--- config.mk ---
export PLATFORM = sky130hd
export DESIGN_NAME = serial_subtractor
export DESIGN_NICKNAME = d
export VERILOG_FILES = /design/src/rtl/serial_sub_pkg.sv /design/src/rtl/full_subtractor.sv /design/src/rtl/serial_subtractor.sv
export SDC_FILE = /design/constraint.sdc
export NUM_CORES = 1
export LEC_CHECK = 0
export ABC_AREA = 1
export BUFFER_PORTS_ARGS = -buffer_cell sky130_fd_sc_hd__buf_2
export CORE_MARGIN = 2
export CORE_UTILIZATION = 51
export DETAILED_ROUTE_END_ITERATION = 16
export GPL_TIMING_DRIVEN = 0
export PLACE_DENSITY = 0.84
export SYNTH_ARGS = -nofsm -noshare
export SYNTH_HDL_FRONTEND = slang
export SYNTH_SLANG_ARGS = --single-unit
--- constraint.sdc ---
create_clock -name clk -period 1.5 [get_ports clk]
set_input_delay 0.225 -clock clk [delete_from_list [all_inputs] [get_ports clk]]
set_output_delay 0.225 -clock clk [all_outputs]
set_load 0.1 [all_outputs]
--- src/rtl/serial_sub_pkg.sv ---
// Shared FSM state type and default operand width for the bit-serial subtractor.
// No logic; no latency; no flow control.
// No handshake of its own; consumed by serial_subtractor.
package serial_sub_pkg;

    localparam int SUB_WIDTH_DEFAULT = 4;

    typedef enum logic [1:0] {
        IDLE  = 2'd0,
        SHIFT = 2'd1,
        HOLD  = 2'd2
    } state_t;

endpackage

--- src/rtl/full_subtractor.sv ---
// One-bit full subtractor cell: d = a - b - bin, bout when the bit underflows.
// Purely combinational, zero latency.
// No flow control.
module full_subtractor (
    input  logic a,
    input  logic b,
    input  logic bin,
    output logic d,
    output logic bout
);

    assign d    = a ^ b ^ bin;
    assign bout = (~a & b) | (~a & bin) | (b & bin);

endmodule

--- src/rtl/serial_subtractor.sv ---
// Bit-serial ripple-borrow subtractor, LSB first; SERIAL_SUB_OVERFLOW_EN adds the Ovf output.
// Latency: out_valid rises WIDTH cycles after the accept edge.
// Holds the result until out_ready; in_ready only in IDLE, so inputs in SHIFT/HOLD are ignored.
module serial_subtractor
    import serial_sub_pkg::*;
#(
    parameter int WIDTH = SUB_WIDTH_DEFAULT
) (
    input  logic             clk,
    input  logic             rst,
    input  logic             in_valid,
    output logic             in_ready,
    input  logic [WIDTH-1:0] A,
    input  logic [WIDTH-1:0] B,
    input  logic             Bin,
    output logic             out_valid,
    input  logic             out_ready,
    output logic [WIDTH-1:0] Diff,
    output logic             Bout
`ifdef SERIAL_SUB_OVERFLOW_EN
    ,
    output logic             Ovf
`endif
);

    localparam int                CNT_W = $clog2(WIDTH) + 1;
    localparam logic [CNT_W-1:0]  LAST  = CNT_W'(WIDTH - 1);

    state_t             state;
    logic [CNT_W-1:0]   cnt;
    logic [WIDTH-1:0]   a_sh;
    logic [WIDTH-1:0]   b_sh;
    logic               borrow_q;
    logic               d_bit;
    logic               b_bit;

    // Operands shift right so the cell always sees bit[cnt] at position 0.
    full_subtractor u_cell (
        .a    (a_sh[0]),
        .b    (b_sh[0]),
        .bin  (borrow_q),
        .d    (d_bit),
        .bout (b_bit)
    );

    assign in_ready = (state == IDLE);

    always_ff @(posedge clk) begin
        if (rst) begin
            state     <= IDLE;
            cnt       <= '0;
            a_sh      <= '0;
            b_sh      <= '0;
            borrow_q  <= 1'b0;
            Diff      <= '0;
            Bout      <= 1'b0;
            out_valid <= 1'b0;
`ifdef SERIAL_SUB_OVERFLOW_EN
            Ovf       <= 1'b0;
`endif
        end else begin
            case (state)
                IDLE: begin
                    if (in_valid) begin
                        a_sh     <= A;
                        b_sh     <= B;
                        borrow_q <= Bin;
                        cnt      <= '0;
                        Diff     <= '0;
                        Bout     <= 1'b0;
`ifdef SERIAL_SUB_OVERFLOW_EN
                        Ovf      <= 1'b0;
`endif
                        state    <= SHIFT;
                    end
                end
                SHIFT: begin
                    a_sh     <= a_sh >> 1;
                    b_sh     <= b_sh >> 1;
                    borrow_q <= b_bit;
                    Diff     <= {d_bit, Diff[WIDTH-1:1]};
                    cnt      <= cnt + CNT_W'(1);
                    if (cnt == LAST) begin
                        Bout      <= b_bit;
                        out_valid <= 1'b1;
`ifdef SERIAL_SUB_OVERFLOW_EN
                        // On the last bit the cell inputs are the operand MSBs.
                        Ovf       <= (a_sh[0] != b_sh[0]) && (d_bit != a_sh[0]);
`endif
                        state     <= HOLD;
                    end
                end
                HOLD: begin
                    if (out_ready) begin
                        out_valid <= 1'b0;
                        state     <= IDLE;
                    end
                end
                default: state <= IDLE;
            endcase
        end
    end

endmodule

==> results of run 1 <==
-- layer usage --
layer | routed length (um) | vias up | global-route usage
met5 | 0 | - | 0
met4 | 52 | 0 | 0.139
met3 | 75 | 5 | 0.0510
met2 | 983 | 17 | 0.381
met1 | 828 | 398 | 0.235
li1 | - | 439 | -
-- worst max-delay path by stage --
stage / cells past startpoint / to
floorplan: 6 / a_sh[3]
global placement: 3 / in_ready
detailed placement: 3 / in_ready
CTS: 3 / in_ready
global route: 3 / in_ready
finish: 3 / in_ready
-- layout by cell type, fill, tap and decap left out --
cell	n
ha_1	2
nor2_1	7
o21ai_2	1
inv_2	1
nand2_2	1
nand2_1	32
o21a_1	1
clkbuf_1	1
nand2_4	1
nor2_4	1
a21oi_2	1
nand3_1	7
buf_6	2
o21ai_0	7
fa_1	1
nand3b_1	1
or2_1	1
buf_2	18
a21oi_1	17
dfxtp_1	20
buf_4	2
inv_1	21
clkbuf_4	3
-- cells in the mapped netlist --
| cell | instances |
|---|---|
| a21oi_1 | 17 |
| a21oi_2 | 1 |
| buf_4 | 1 |
| buf_6 | 2 |
| clkbuf_1 | 1 |
| dfxtp_1 | 20 |
| fa_1 | 1 |
| ha_1 | 2 |
| inv_1 | 21 |
| inv_2 | 1 |
| nand2_1 | 32 |
| nand2_2 | 1 |
| nand2_4 | 1 |
| nand3_1 | 7 |
| nand3b_1 | 1 |
| nor2_1 | 7 |
| nor2_2 | 1 |
| o21a_1 | 1 |
| o21ai_0 | 7 |
| o21ai_2 | 1 |
| or2_1 | 1 |
-- cell families after synthesis --
group	Yosys count
AO/OA/AOI/OAI	27
adder cells (fa/ha/maj)	3
buffers and inverters	26
flip-flops	20
AND/OR/NAND/NOR	51
-- sequential cells by signal (all words and copies together) (netlist names) --
name,count
Bout,1
cnt,3
b_sh,4
out_valid,1
borrow_q,1
a_sh,4
state,2
Diff,4
-- layout make-up --
type / count / area, um2 / area share
Buffer: 4 / 33.8 / 0.0312
Tap cell: 25 / 31.3 / 0.0289
Timing Repair Buffer: 19 / 97.6 / 0.0902
Sequential cell: 20 / 400 / 0.370
Multi-Input combinational cell: 81 / 414 / 0.383
Inverter: 22 / 82.6 / 0.0763
Clock buffer: 3 / 22.5 / 0.0208
-- power by group through the flow --
stage          registers (W)  clock network, W  logic, W
3_5_place_dp        0.000591                 0  0.000206
4_1_cts             0.000579          0.000253  0.000211
6_report            0.000580          0.000250  0.000210
3_3_place_gp        0.000588                 0  0.000202
2_1_floorplan       0.000606                 0  0.000138
5_1_grt             0.000582          0.000272  0.000239
-- metrics by stage --
step,hold slack [ns],util,total power (W)
finish,0.105,0.634,0.00104
floorplan,0.294,-,0.000745
global placement,0.412,0.619,0.000790
CTS,0.0993,0.634,0.00104
detailed placement,0.422,0.619,0.000797
global route,0.102,0.634,0.00109
==> out/results.txt, run 1 <==
Root Buffer -> clkbuf_4
final worst setup slack -> 0.0591 ns
Post-Synth Adder-Cell Area -> 0.0486
I/O pin total -> 20
crit path launch -> state[0]
#FFs+latches synth -> 20
Post-Syn Nets -> 143
RSZ-0062 raised after global routing -> no
ANT nets after route -> 0
Clk pin slew, worst setup/hold paths -> 0.11 ns
fin crit share -> 0.961
Data required, critical path -> 1.27 ns
chip width -> 46.6 um
All-Layer GR Usage -> 0.219
Fin. Hold Viols -> 0
maxcap violations -> 0
Setup crit end kind -> output port
Worst Path Class, Setup -> flop to output port
Die Y -> 46.6 um
Synth Area in Simple Gates -> 0.236
GPL Wtd Cong -> 0.838
final setup fails -> 0
Seq/Total Area, Yosys -> 0.432
1st-iter DRT viols -> 14
Int Pwr -> 0.000728 W
Yosys Warn Count -> 0
clock power share -> 0.241
GRT overflow -> 0
CTS Hold Bufs -> 0
sw frac -> 0.300
initial antenna violation count -> 0
Worst Max-Slew Pin Slew -> 0.489 ns
Logic pwr share -> 0.202
cell area after layout -> 1080 um2
PostCTS Resize Cnt -> 1
Slowest cell on crit path -> dfxtp_1
Buffers on Ports -> 19
Worst path top cell family by delay -> buffers and inverters
CP Buf/Inv Count -> 2
Post-Syn Area per Cell -> 7.29 um2
worst vdd ir -> 0.545 mV
Post-Layout Cell Count -> 174
Flop pwr share -> 0.557
Max clock buf depth -> 2
Antenna Diode Count -> 0
vias -> 859
site row count -> 15
H-tree depth reported by CTS -> 1
arrival time worst endpoint -> 1.22 ns
post-synthesis compound-gate area fraction -> 0.157
slowest stage delay, CP -> 0.35 ns
Setup TNS -> 0 ns
Hold EP -> out_valid
Distinct cells, synth -> 21
Post-CTS Setup Inserts -> 0
Net Sw Power -> 0.000312 W
largest net degree at the start of global routing -> 11
CP Max Fanout -> 10
vias in the first global route -> 822
Startpoint Class -> flop
Worst R2R Setup Slack -> 0.27 ns
share of layout cells above drive strength 1 -> 0.208
Worst Clk Skew -> 0.00508 ns
detail-routed via count per cell -> 4.94
Cell Area, Synth -> 926 um2
fillcell total -> 156
placed cells -> 171
cells after synthesis -> 127
FF-to-FF path depth -> 4
Post-Synth XOR/XNOR Area -> 0
Post-DP HPWL -> 1380 um
CTS tree -> yes
# clock sinks -> 20
PD cells -> 961 nW/um2
area grow syn2layout -> 16.9%
initial core utilization -> 0.542
post-synth top area cell -> dfxtp_1
proportion of synthesized area in mux cells -> 0
Core ar. -> 1710 um2
Area contributors post-synth -> dfxtp_1, nand2_1, a21oi_1
crit path cell chain -> buf_6 -> nor2_4 -> buf_4
DRT Pass-1 Iters -> 4
max_slew headroom -> 0.674
Leak Pwr -> 0.518 nW
TritonCTS Buffers -> 3
worst r2r dst -> cnt[2]
Post-Route WL -> 1940 um
worst hold start -> rst
Residual DRC -> 0
dpl ws -> 0.265 ns
post-synth top area share -> 0.432
status -> complete, no violations
first-pass GRT wire length -> 3240 um
min Tclk post-route -> 1.44 ns
Slew Limit Fails -> 0
hold crit path type -> input pin to flop
FF-to-FF Start -> cnt[0]
DR WL/cell -> 11.1 um
Die ar. -> 2170 um2
clock latency on the worst-skew pair -> 0.30 ns
fmax -> 0.694 GHz
hold depth -> 2
largest family of logic cells by synthesized area -> simple AND/OR/NAND/NOR gates
DP Area -> 1060 um2
nets@finish -> 167
No activity file was read; power rests on OpenSTA's default activity.
==> run 2, diff against run 1 <==
MAX_ROUTING_LAYER = met4   (was not set)
REMOVE_ABC_BUFFERS = 1   (was not set)
==> out/results.txt, run 2 (synthesized netlist as in run 1, its figures left out) <==
DR WL/cell -> 10.6 um
post-layout util -> 0.622
share of layout cells above drive strength 1 -> 0.205
Die Y -> 46.6 um
max_slew headroom -> 0.612
Worst R2R Setup Slack -> 0.22 ns
Leak Pwr -> 0.507 nW
CP Buf/Inv Count -> 1
Setup TNS -> 0 ns
detail-routed via count per cell -> 5.05
clock latency on the worst-skew pair -> 0.30 ns
PD cells -> 1030 nW/um2
Slew Limit Fails -> 0
Post-Layout Cell Count -> 171
Multi-input gate area -> 409 um2
Antenna Diode Count -> 0
Worst Path Class, Setup -> flop to output port
Largest regs -> Diff x4, a_sh x4, b_sh x4
Startpoint Class -> flop
total power -> 0.00109 W
Fin. Hold Viols -> 0
ANT nets after route -> 0
Worst Clk Skew -> 0.00484 ns
CP Max Fanout -> 11
maxcap violations -> 0
CTS tree -> yes
Data required, critical path -> 1.27 ns
H-tree depth reported by CTS -> 1
1st-iter DRT viols -> 21
Setup crit end kind -> output port
All-Layer GR Usage -> 0.187
final setup fails -> 0
Post-CTS Setup Inserts -> 0
area grow syn2layout -> 14.7%
Clk pin slew, worst setup/hold paths -> 0.11 ns
commonest non-fill, non-tap cell in the layout -> nand2_1
Max clock buf depth -> 2
vias -> 863
site row count -> 15
FF-to-FF path depth -> 3
fin crit share -> 0.912
Seq. cell area -> 402 um2
# clock sinks -> 20
Hold EP -> b_sh[3]
vias in the first global route -> 734
CTS Hold Bufs -> 0
most frequent cells in the layout -> nand2_1, inv_1, dfxtp_1
min Tclk post-route -> 1.37 ns
status -> complete, no violations
slowest stage delay, CP -> 0.41 ns
FF-to-FF Start -> state[0]
hold depth -> 3
GPL Wtd Cong -> 0.817
hold_ws -> 0.157 ns
RSZ-0062 raised after global routing -> no
Worst Max-Slew Pin Slew -> 0.583 ns
Root Buffer -> clkbuf_4
Post-DP HPWL -> 1270 um
DRT Pass-1 Iters -> 4
TritonCTS Buffers -> 3
initial core utilization -> 0.542
Worst path top cell family by delay -> flip-flops
initial antenna violation count -> 0
chip width -> 46.6 um
largest net degree at the start of global routing -> 15
Buffers on Ports -> 19
worst vdd ir -> 0.616 mV
worst hold start -> B[3]
Core ar. -> 1710 um2
fmax -> 0.731 GHz
arrival time worst endpoint -> 1.14 ns
crit path cell chain -> nor2_2 -> buf_6
GRT overflow -> 0
nets@finish -> 163
worst r2r dst -> Diff[1]
placed cells -> 167
Slowest cell on crit path -> dfxtp_2
Post-Route WL -> 1810 um
critical path depth in cells -> 2
Residual DRC -> 0
Die ar. -> 2170 um2
fillcell total -> 143
I/O pin total -> 20
first-pass GRT wire length -> 2850 um
hold crit path type -> input pin to flop
run 2: repair_timing:
item,4_1_cts,5_1_grt
endpoints found under the setup margin,1,2
resized for setup,2,1
cloned,0,0
run 2: how the worst max path moves through the flow:
stage	start	to	slack, ns
2_1_floorplan	state[0]	a_sh[3]	-0.27
3_3_place_gp	state[0]	cnt[2]	0.18
3_5_place_dp	state[0]	cnt[2]	0.15
4_1_cts	state[0]	in_ready	0.03
5_1_grt	state[0]	in_ready	0.08
6_report	state[0]	in_ready	0.13
run 2: metrics by stage:
stage | cell area [um2] | setup WS, ns
after floorplan | 892 | -0.271
after global placement | 1020 | 0.178
after detailed placement | 1020 | 0.154
after CTS | 1060 | 0.0313
after global routing | 1060 | 0.0780
final | 1060 | 0.133
run 2: tightest hold or removal path: stages:
cell	delay, ns
buf_2	0.10
nand2_1	0.05
a21oi_1	0.05
run 2: final cells by class:
class                           instances  area share
Inverter                               22      0.0777
Multi-Input combinational cell         81       0.385
Timing Repair Buffer                   19      0.0954
Clock buffer                            4      0.0342
Sequential cell                        20       0.378
Tap cell                               25      0.0294
run 2: routing by layer:
metal / track usage / share of wire
met5: - / 0
met4: 0.0500 / 0.010
met3: 0.0353 / 0.049
met1: 0.231 / 0.46
met2: 0.311 / 0.48
run 2: power breakdown:
group	internal (W)	switching, W	total, W
combinational	0.0000610	0.000126	0.000187
clock	0.000148	0.000169	0.000317
sequential	0.000562	0.0000238	0.000586
